===== src/rtl/wb_ctrl.sv =====
// Writeback controller: clears the register file after reset, then drains a
// 2-entry writeback FIFO into it and bypasses queued data to the read ports.
module wb_ctrl (
   input  logic        clk,
   input  logic        rst_n,
   input  logic        wb_valid,
   output logic        wb_ready,
   input  logic [4:0]  wb_rd,
   input  logic [31:0] wb_data,
   input  logic [4:0]  rs1,
   input  logic [4:0]  rs2,
   input  logic [31:0] out1,
   input  logic [31:0] out2,
   output logic        reg_write,
   output logic [4:0]  rd,
   output logic [31:0] write_data,
   output logic [31:0] fwd1,
   output logic [31:0] fwd2,
   output logic        init_done
);

   typedef enum logic [1:0] {IDLE, CLEAR, RUN} state_t;

   state_t      state;
   logic [4:0]  cnt;
   logic [1:0]  occ;
   logic        wp;
   logic        rp;
   logic        tl;
   logic        push;
   logic        pop;
   logic [4:0]  q_rd   [2];
   logic [31:0] q_data [2];

   assign wb_ready = (occ < 2'd2) && (state != IDLE);
   // x0 requests complete the handshake but are dropped here
   assign push = wb_valid && wb_ready && (wb_rd != 5'd0);
   assign pop  = (state == RUN) && (occ != 2'd0);
   assign tl   = ~rp;

   always_ff @(posedge clk or negedge rst_n) begin
      if (!rst_n) begin
         state     <= IDLE;
         cnt       <= 5'd1;
         init_done <= 1'b0;
      end else begin
         unique case (state)
            IDLE: state <= CLEAR;
            CLEAR: begin
               if (cnt == 5'd31) begin
                  state     <= RUN;
                  cnt       <= 5'd1;
                  init_done <= 1'b1;
               end else begin
                  cnt <= cnt + 5'd1;
               end
            end
            RUN:     state <= RUN;
            default: state <= IDLE;
         endcase
      end
   end

   always_ff @(posedge clk or negedge rst_n) begin
      if (!rst_n) begin
         wp  <= 1'b0;
         rp  <= 1'b0;
         occ <= 2'd0;
      end else begin
         if (push) wp <= ~wp;
         if (pop)  rp <= ~rp;
         occ <= occ + {1'b0, push} - {1'b0, pop};
      end
   end

   always_ff @(posedge clk) begin
      if (push) begin
         q_rd[wp]   <= wb_rd;
         q_data[wp] <= wb_data;
      end
   end

   always_comb begin
      reg_write  = 1'b0;
      rd         = 5'd0;
      write_data = 32'd0;
      if (state == CLEAR) begin
         reg_write = 1'b1;
         rd        = cnt;
      end else if (pop) begin
         reg_write  = 1'b1;
         rd         = q_rd[rp];
         write_data = q_data[rp];
      end
   end

   // Youngest queued entry wins; until RUN the register file is stale
   function automatic logic [31:0] bypass(input logic [4:0]  rs,
                                          input logic [31:0] raw);
      logic [31:0] v;
      if (rs == 5'd0)
         v = 32'd0;
      else if (occ == 2'd2 && q_rd[tl] == rs)
         v = q_data[tl];
      else if (occ != 2'd0 && q_rd[rp] == rs)
         v = q_data[rp];
      else if (state != RUN)
         v = 32'd0;
      else
         v = raw;
      return v;
   endfunction

   assign fwd1 = bypass(rs1, out1);
   assign fwd2 = bypass(rs2, out2);

endmodule


===== config.mk =====
export PLATFORM = sky130hd
export DESIGN_NAME = wb_ctrl
export DESIGN_NICKNAME = d
export VERILOG_FILES = /design/src/rtl/wb_ctrl.sv
export SDC_FILE = /design/constraint.sdc
export NUM_CORES = 1
export LEC_CHECK = 0
export ABC_AREA = 1
export CAP_MARGIN = 20
export CORE_MARGIN = 8
export CORE_UTILIZATION = 49
export DETAILED_ROUTE_END_ITERATION = 10
export PLACE_DENSITY = 0.87
export SYNTH_ARGS = -nofsm -noshare
export SYNTH_HDL_FRONTEND = slang
export SYNTH_SLANG_ARGS = --single-unit
export TNS_END_PERCENT = 50

===== constraint.sdc =====
create_clock -name clk -period 3.2 [get_ports clk]
set_input_delay 0.48 -clock clk [delete_from_list [all_inputs] [get_ports clk]]
set_output_delay 0.48 -clock clk [all_outputs]
set_load 0.02 [all_outputs]

==> impl_metrics.py, run 1 <==
metrics = {
    "grt": {
        "grt_usage": 0.2607,
        "grt_pass1_vias": 7813,
        "grt_max_degree": 41,
        "antenna_found_initial": 1,
        "grt_pass1_wl_um": 38800,
        "overflow": 0,
    },
    "synth": {
        "avgSynthCellArea_um2": 6.569,
        "synth_top_cell_by_area": "edfxtp_1",
        "syn_nets": 1227,
        "synth_cell_types": 34,
        "ys_seq_area_frac": 0.3473,
        "synth.area.top_cells": "edfxtp_1, nand2_1, nor2_1",
        "ys_warn_count": 0,
        "synth-seq-cells": 86,
        "synth_top_area_frac": 0.3058,
        "synth_area_mm2": 0.007266,
        "syn_inst": 1106,
    },
    "setup_path": {
        "reg2reg_depth": 9,
        "slowest_stage": "dfrtp_2",
        "required_ns": 2.72,
        "path_max_fanout": 34,
        "end_kind": "primary output",
        "max_stage_delay_ns": 0.47,
        "r2r_end": "occ[1]$_DFF_PN0_",
        "r2r_start": "state[0]$_DFFE_PN0P_",
        "worstPathArrival_ns": 2.58,
        "crit_type": "register to primary output",
        "cp_cell_sequence": "buf_12, nand2_1, nand2_1, nand2_1, nand2_1, nor2_4, buf_6, nand4_1, nand3_2, nand2_1, nor2_1, dlygate4sd2_1",
        "reg2reg_slack_ns": 1.17,
        "worstSetupStartpointType": "register",
        "crit_top_cell": "nand2_1",
    },
    "layout": {
        "drive_above_1_share": 0.09834,
        "final_cell_mix": "nand2_1, nor2_1, inv_1, clkdlybuf4s50_1, edfxtp_1",
        "area_growth_pct": 38.47,
        "final_common_cell": "nand2_1",
        "fillerInstances": 1268,
        "fin_cells": 1507,
        "utilization": 0.6922,
        "final_nets": 1438,
    },
    "min_path": {
        "min_path_cells": 2,
        "hold_class": "register to register",
        "worstHoldStart": "init_done$_DFFE_PN0P_",
        "whs_endpoint": "init_done$_DFFE_PN0P_",
    },
    "placed_design": {
        "place.gp.congestion": 0.8950,
        "dpl.cell_count": 1487,
        "pre_cts_ws_ns": -0.07486,
        "dp_hpwl_um": 18560,
        "portBuffers": 217,
    },
    "timing": {
        "rsz0062_at_grt": "no",
        "setup_viol_count_final": 0,
        "finalMaxSlewViolations": 0,
        "period_needed_ns": 3.059,
        "fin_setup_tns_ns": 0,
        "timing.final.ws_setup_ns": 0.1412,
        "max-slew-margin-rel": 0.6288,
        "final-hold-violation-count": 0,
        "tightest_slew_ns": 0.5551,
        "min_period_over_period": 0.9559,
        "fmax_mhz": 326.9,
        "finalClockSkew_ns": 0.006119,
    },
    "clocking": {
        "clkTransAtPathRegs_ns": 0.06,
        "clock_sinks": 86,
        "numCtsBuffers": 9,
        "cts-root-buf": "clkbuf_16",
        "cts_tree": "built",
        "clk_path_buf_depth": 2,
        "hold_buffers": 0,
        "h-tree-depth": 3,
        "insertion_delay_ns": 0.34,
    },
    "run": {
        "drv_cap": 0,
    },
    "floorplanning": {
        "dieArea_mm2": 0.01898,
        "initial_core_util": 0.4999,
        "rows": 44,
        "io_pins": 218,
        "fp.dieH_um": 137.8,
        "core_area_mm2": 0.01453,
        "die_x_um": 137.8,
    },
    "drt": {
        "first_iter_violations": 642,
        "drtAntennaViolNets": 0,
        "vias_per_cell": 5.323,
        "avgRoutedWirePerCell_um": 16.54,
        "num_vias": 8022,
        "dr.pass1.iters": 5,
        "drc_errors": 0,
        "routed_wl_um": 24930,
    },
    "power": {
        "p_clk_frac": 0.145,
        "p_seq_frac": 0.206,
        "power.switching_mw": 3.593,
        "ir_drop_mv": 0.4403,
        "combPwrFrac": 0.649,
        "power_density_mw_per_mm2": 742.5,
        "leakage_nw": 5.263,
        "p_int_mw": 3.877,
        "p_sw_frac": 0.4810,
    },
    "run_status": {
        "status": "complete, no violations",
    },
}
-- routing by layer --
layer	vias to the layer above	wire length (um)	track usage
li1	3926	-	-
met4	0	830	0.1206
met2	400	11770	0.4324
met3	60	2626	0.06929
met5	-	0	0
met1	3636	9700	0.3090
-- flip-flops by register name, indices dropped and copies added, names as in the netlist --
| signal | flops |
|---|---|
| cnt | 5 |
| wp | 1 |
| occ | 2 |
| state | 2 |
| q_rd | 10 |
| init_done | 1 |
| q_data | 64 |
| rp | 1 |
-- power by group through the flow --
stage | clock (mW) | sequential, mW | combinational (mW)
final | 1.08 | 1.54 | 4.85
after global routing | 1.14 | 1.55 | 5.24
after CTS | 1.09 | 1.54 | 4.83
after detailed placement | 0 | 1.55 | 4.84
after global placement | 0 | 1.54 | 4.77
after floorplan | 0 | 1.53 | 2.92
-- final cells by class --
cell class | count | area [um2] | share of cell area
diodes | 1 | 2.502 | 0.0002487
clock inverters | 3 | 41.29 | 0.004104
flip-flops and latches | 86 | 2525 | 0.2510
repair buffers | 270 | 2653 | 0.2636
inverters | 169 | 640.6 | 0.06367
clock buffers | 13 | 261.5 | 0.02599
multi-input cells | 781 | 3707 | 0.3685
well taps | 184 | 230.2 | 0.02288
-- critical path, delay by kind of cell, from the launching register on --
kind	cells	cell delay, ns
simple gates	9	1.01
buf+inv	3	0.75
flops	1	0.47
-- worst max path at each step --
stage / slack [ns] / cells past startpoint / end / start
after detailed placement: -0.07 / 11 / fwd2[0] / rs2[2]
after CTS: -0.02 / 12 / fwd2[30] / rp$_DFFE_PN0N_
final: 0.14 / 12 / fwd2[27] / rp$_DFFE_PN0N_
after global routing: 0.002 / 12 / fwd2[21] / rp$_DFFE_PN0N_
after floorplan: 0.04 / 5 / q_data[0][0]$_DFFE_PP_ / state[0]$_DFFE_PN0P_
after global placement: -0.06 / 11 / fwd2[0] / rs2[2]
-- per-stage QoR --
stage	hold slack (ns)	cell area (um2)	power, mW
5_1_grt	0.5080	10060	7.935
6_report	0.4798	10060	7.470
2_1_floorplan	0.1844	7266	4.454
3_3_place_gp	0.4468	9742	6.315
3_5_place_dp	0.4725	9742	6.388
4_1_cts	0.4883	10040	7.465
-- Yosys cell counts, drive strengths merged --
master,n
a21oi,1
a31oi,1
buf,50
clkbuf,20
clkinv,1
dfrtp,11
dfstp,1
edfxtp,74
ha,7
inv,168
nand2,339
nand3,87
nand4,67
nor2,186
nor3,2
o211ai,2
o21ai,80
o22ai,4
or2,1
xnor2,1
xor2,3
-- kinds of logic (layout without fill, tap and decap cells) --
kind of cell               after synthesis  after routing  synth area share
other                                    0              1                 0
adders and majority gates                7              7           0.01205
buffers and inverters                  239            455            0.1459
AOI/OAI and AO/OA                       88             88           0.06441
and+or+nand+nor                        682            682            0.4255
DFF                                     86             86            0.3473
xor gates and xnor gates                 4              4          0.004823
-- repair_timing --
action	CTS	global route
cloned	1	0
pin swaps	0	3
setup buffers	2	0
resized for setup	69	17
endpoints found under the setup margin	63	31
No activity file was read; power rests on OpenSTA's default activity.
==> inputs of run 2 (changes only) <==
--- a/config.mk
+++ b/config.mk
@@ -11,6 +11,7 @@
 export CORE_UTILIZATION = 49
 export DETAILED_ROUTE_END_ITERATION = 10
 export PLACE_DENSITY = 0.87
+export SKIP_LAST_GASP = 1
 export SYNTH_ARGS = -nofsm -noshare
 export SYNTH_HDL_FRONTEND = slang
 export SYNTH_SLANG_ARGS = --single-unit
==> run 2 against run 1 <==
Against the previous run:
- critical endpoint is now fwd1[18]
- wire length increased by 0.74%
- clock power about the same
- worst setup slack got worse by 0.17 ns
- register-to-register slack about the same
- power increased by 0.85%
- via count increased by 1.0%
- critical path type unchanged
- combinational power increased by 1%
- critical path depth unchanged
- highest routed layer unchanged
- sequential power about the same
- the run now ends with negative setup slack left
- first-iteration DRC count decreased by 0.47%
- utilization increased by 0.77 points
==> impl_metrics.py, run 2 (synthesis gave the netlist of run 1 again) <==
metrics = {
    "floorplanning": {
        "rows": 44,
        "die_x_um": 137.8,
        "io_pins": 218,
        "fp.dieH_um": 137.8,
        "core_area_mm2": 0.01453,
        "initial_core_util": 0.4999,
        "dieArea_mm2": 0.01898,
    },
    "setup_path": {
        "startpoint": "rp$_DFFE_PN0N_",
        "worstSetupStartpointType": "register",
        "reg2reg_slack_ns": 1.17,
        "r2r_start": "state[0]$_DFFE_PN0P_",
        "worstPathArrival_ns": 2.75,
        "reg2reg_depth": 9,
        "path_max_fanout": 34,
        "r2r_end": "occ[1]$_DFF_PN0_",
        "required_ns": 2.72,
        "crit_type": "register to primary output",
        "endpoint": "fwd1[18]",
        "max_stage_delay_ns": 0.63,
        "cp_cell_sequence": "buf_12, nand2_1, nand2_1, nor2_1, nor2_4, nand3_2, buf_12, nand2_1, nand3_2, nand2_1, nor2_1, clkdlybuf4s50_1",
        "crit_top_cell": "nand2_1",
        "end_kind": "primary output",
        "slowest_stage": "clkdlybuf4s50_1",
    },
    "placed_design": {
        "place.gp.congestion": 0.8950,
        "dpl.cell_count": 1487,
        "portBuffers": 217,
        "dp_hpwl_um": 18560,
    },
    "drt": {
        "dr.pass1.iters": 5,
        "routed_wl_um": 25110,
        "num_vias": 8102,
        "vias_per_cell": 5.373,
        "first_iter_violations": 639,
        "drtAntennaViolNets": 0,
        "drc_errors": 0,
        "avgRoutedWirePerCell_um": 16.65,
    },
    "grt": {
        "grt_pass1_wl_um": 38800,
        "grt_usage": 0.2607,
        "antenna_found_initial": 1,
        "overflow": 0,
        "grt_pass1_vias": 7813,
        "grt_max_degree": 41,
    },
    "power": {
        "finalPower_mw": 7.534,
        "p_clk_frac": 0.143,
        "power_density_mw_per_mm2": 740.6,
        "p_seq_frac": 0.204,
        "power.switching_mw": 3.603,
        "ir_drop_mv": 0.4404,
        "combPwrFrac": 0.652,
        "p_int_mw": 3.931,
        "p_sw_frac": 0.4782,
        "leakage_nw": 5.498,
    },
    "layout": {
        "final_cell_mix": "nand2_1, nor2_1, inv_1, clkdlybuf4s50_1, edfxtp_1",
        "fin_cells": 1508,
        "drive_above_1_share": 0.09599,
        "reg_top3": "q_data: 64 flops, q_rd: 10 flops, cnt: 5 flops",
        "utilization": 0.6999,
        "largest_reg_flops": 64,
        "final_nets": 1439,
        "area_growth_pct": 40.00,
        "regMostFlops": "q_data",
        "final_common_cell": "nand2_1",
    },
    "clocking": {
        "clk_path_buf_depth": 2,
        "numCtsBuffers": 9,
        "h-tree-depth": 3,
        "cts_tree": "built",
        "clock_sinks": 86,
        "insertion_delay_ns": 0.34,
        "clkTransAtPathRegs_ns": 0.06,
        "cts-root-buf": "clkbuf_16",
        "hold_buffers": 0,
    },
    "timing": {
        "setup_viol_count_final": 3,
        "fmax_mhz": 309.7,
        "period_needed_ns": 3.229,
        "finalMaxSlewViolations": 0,
        "final-hold-violation-count": 0,
        "tightest_slew_ns": 0.5615,
        "timing.final.ws_setup_ns": -0.02860,
        "finalClockSkew_ns": 0.006303,
        "max-slew-margin-rel": 0.6245,
        "min_period_over_period": 1.009,
        "whs_ns": 0.4798,
        "rsz0062_at_grt": "yes",
    },
    "run_status": {
        "status": "finished, violations left",
        "violations": "negative setup slack",
    },
    "min_path": {
        "hold_class": "register to register",
    },
    "run": {
        "drv_cap": 0,
    },
}
-- run 2: cell types whose count changed in the layout (fill, tap and decap cells not counted), moves of 2 or more --
| cell | delta |
|---|---|
| clkbuf_2 | -2 |
| dlymetal6s2s_1 | +28 |
| clkdlybuf4s15_1 | -6 |
| clkdlybuf4s50_1 | +4 |
| dlygate4sd2_1 | -24 |
-- run 2: worst min-delay path by stage --
stage / start / endpoint / slack [ns] / depth (start not counted)
detailed placement: init_done$_DFFE_PN0P_ / init_done$_DFFE_PN0P_ / 0.47 / 2
global placement: init_done$_DFFE_PN0P_ / init_done$_DFFE_PN0P_ / 0.45 / 2
floorplan: rst_n / cnt[1]$_DFFE_PN0P_ / 0.18 / 0
finish: init_done$_DFFE_PN0P_ / init_done$_DFFE_PN0P_ / 0.48 / 2
global route: cnt[2]$_DFFE_PN0P_ / cnt[2]$_DFFE_PN0P_ / 0.51 / 1
CTS: init_done$_DFFE_PN0P_ / init_done$_DFFE_PN0P_ / 0.49 / 2
-- run 2: timing repair --
item / in CTS / in global routing
gates resized for setup: 37 / 32
endpoints found under the setup margin: 63 / 60
setup buffers: 2 / 1
gates cloned: 1 / 0
pin swaps: 0 / 2
-- run 2: power by group through the flow --
stage          Combinational [mW]  Clock [mW]  Sequential (mW)
2_1_floorplan                2.92           0             1.53
3_5_place_dp                 4.84           0             1.55
6_report                     4.91        1.08             1.54
4_1_cts                      4.90        1.09             1.54
3_3_place_gp                 4.77           0             1.54
5_1_grt                      5.30        1.14             1.55
-- run 2: metal layers --
metal  wire length [um]  vias up  track usage
met2              11830      429       0.4324
met4                860        0       0.1206
met1               9748     3675       0.3090
li1                   -     3933            -
met5                  0        -            0
met3               2670       65      0.06929
-- run 2: metrics by stage --
stage          setup WS (ns)  setup TNS (ns)  area (um2)
2_1_floorplan        0.03688               0        7266
3_3_place_gp        -0.06066         -0.1182        9742
3_5_place_dp        -0.07486         -0.2163        9742
4_1_cts              -0.1333          -1.996       10080
5_1_grt              -0.1518          -2.571       10170
6_report            -0.02860        -0.06928       10170
-- run 2: cell type report --
| class | instances | area (um2) |
|---|---|---|
| diodes | 1 | 2.502 |
| clock buffers | 13 | 261.5 |
| clock inverters | 3 | 41.29 |
| fillers | 1243 | 4362 |
| inverters | 169 | 636.9 |
| multi-input cells | 781 | 3705 |
| flip-flops and latches | 86 | 2525 |
| well taps | 184 | 230.2 |
| repair buffers | 271 | 2770 |
-- run 2: worst max-delay path, delay by kind of cell, from the launching register on --
| kind | cells | cell delay (ns) |
|---|---|---|
| and+or+nand+nor | 9 | 0.89 |
| buffers and inverters | 3 | 1.02 |
| DFF | 1 | 0.47 |
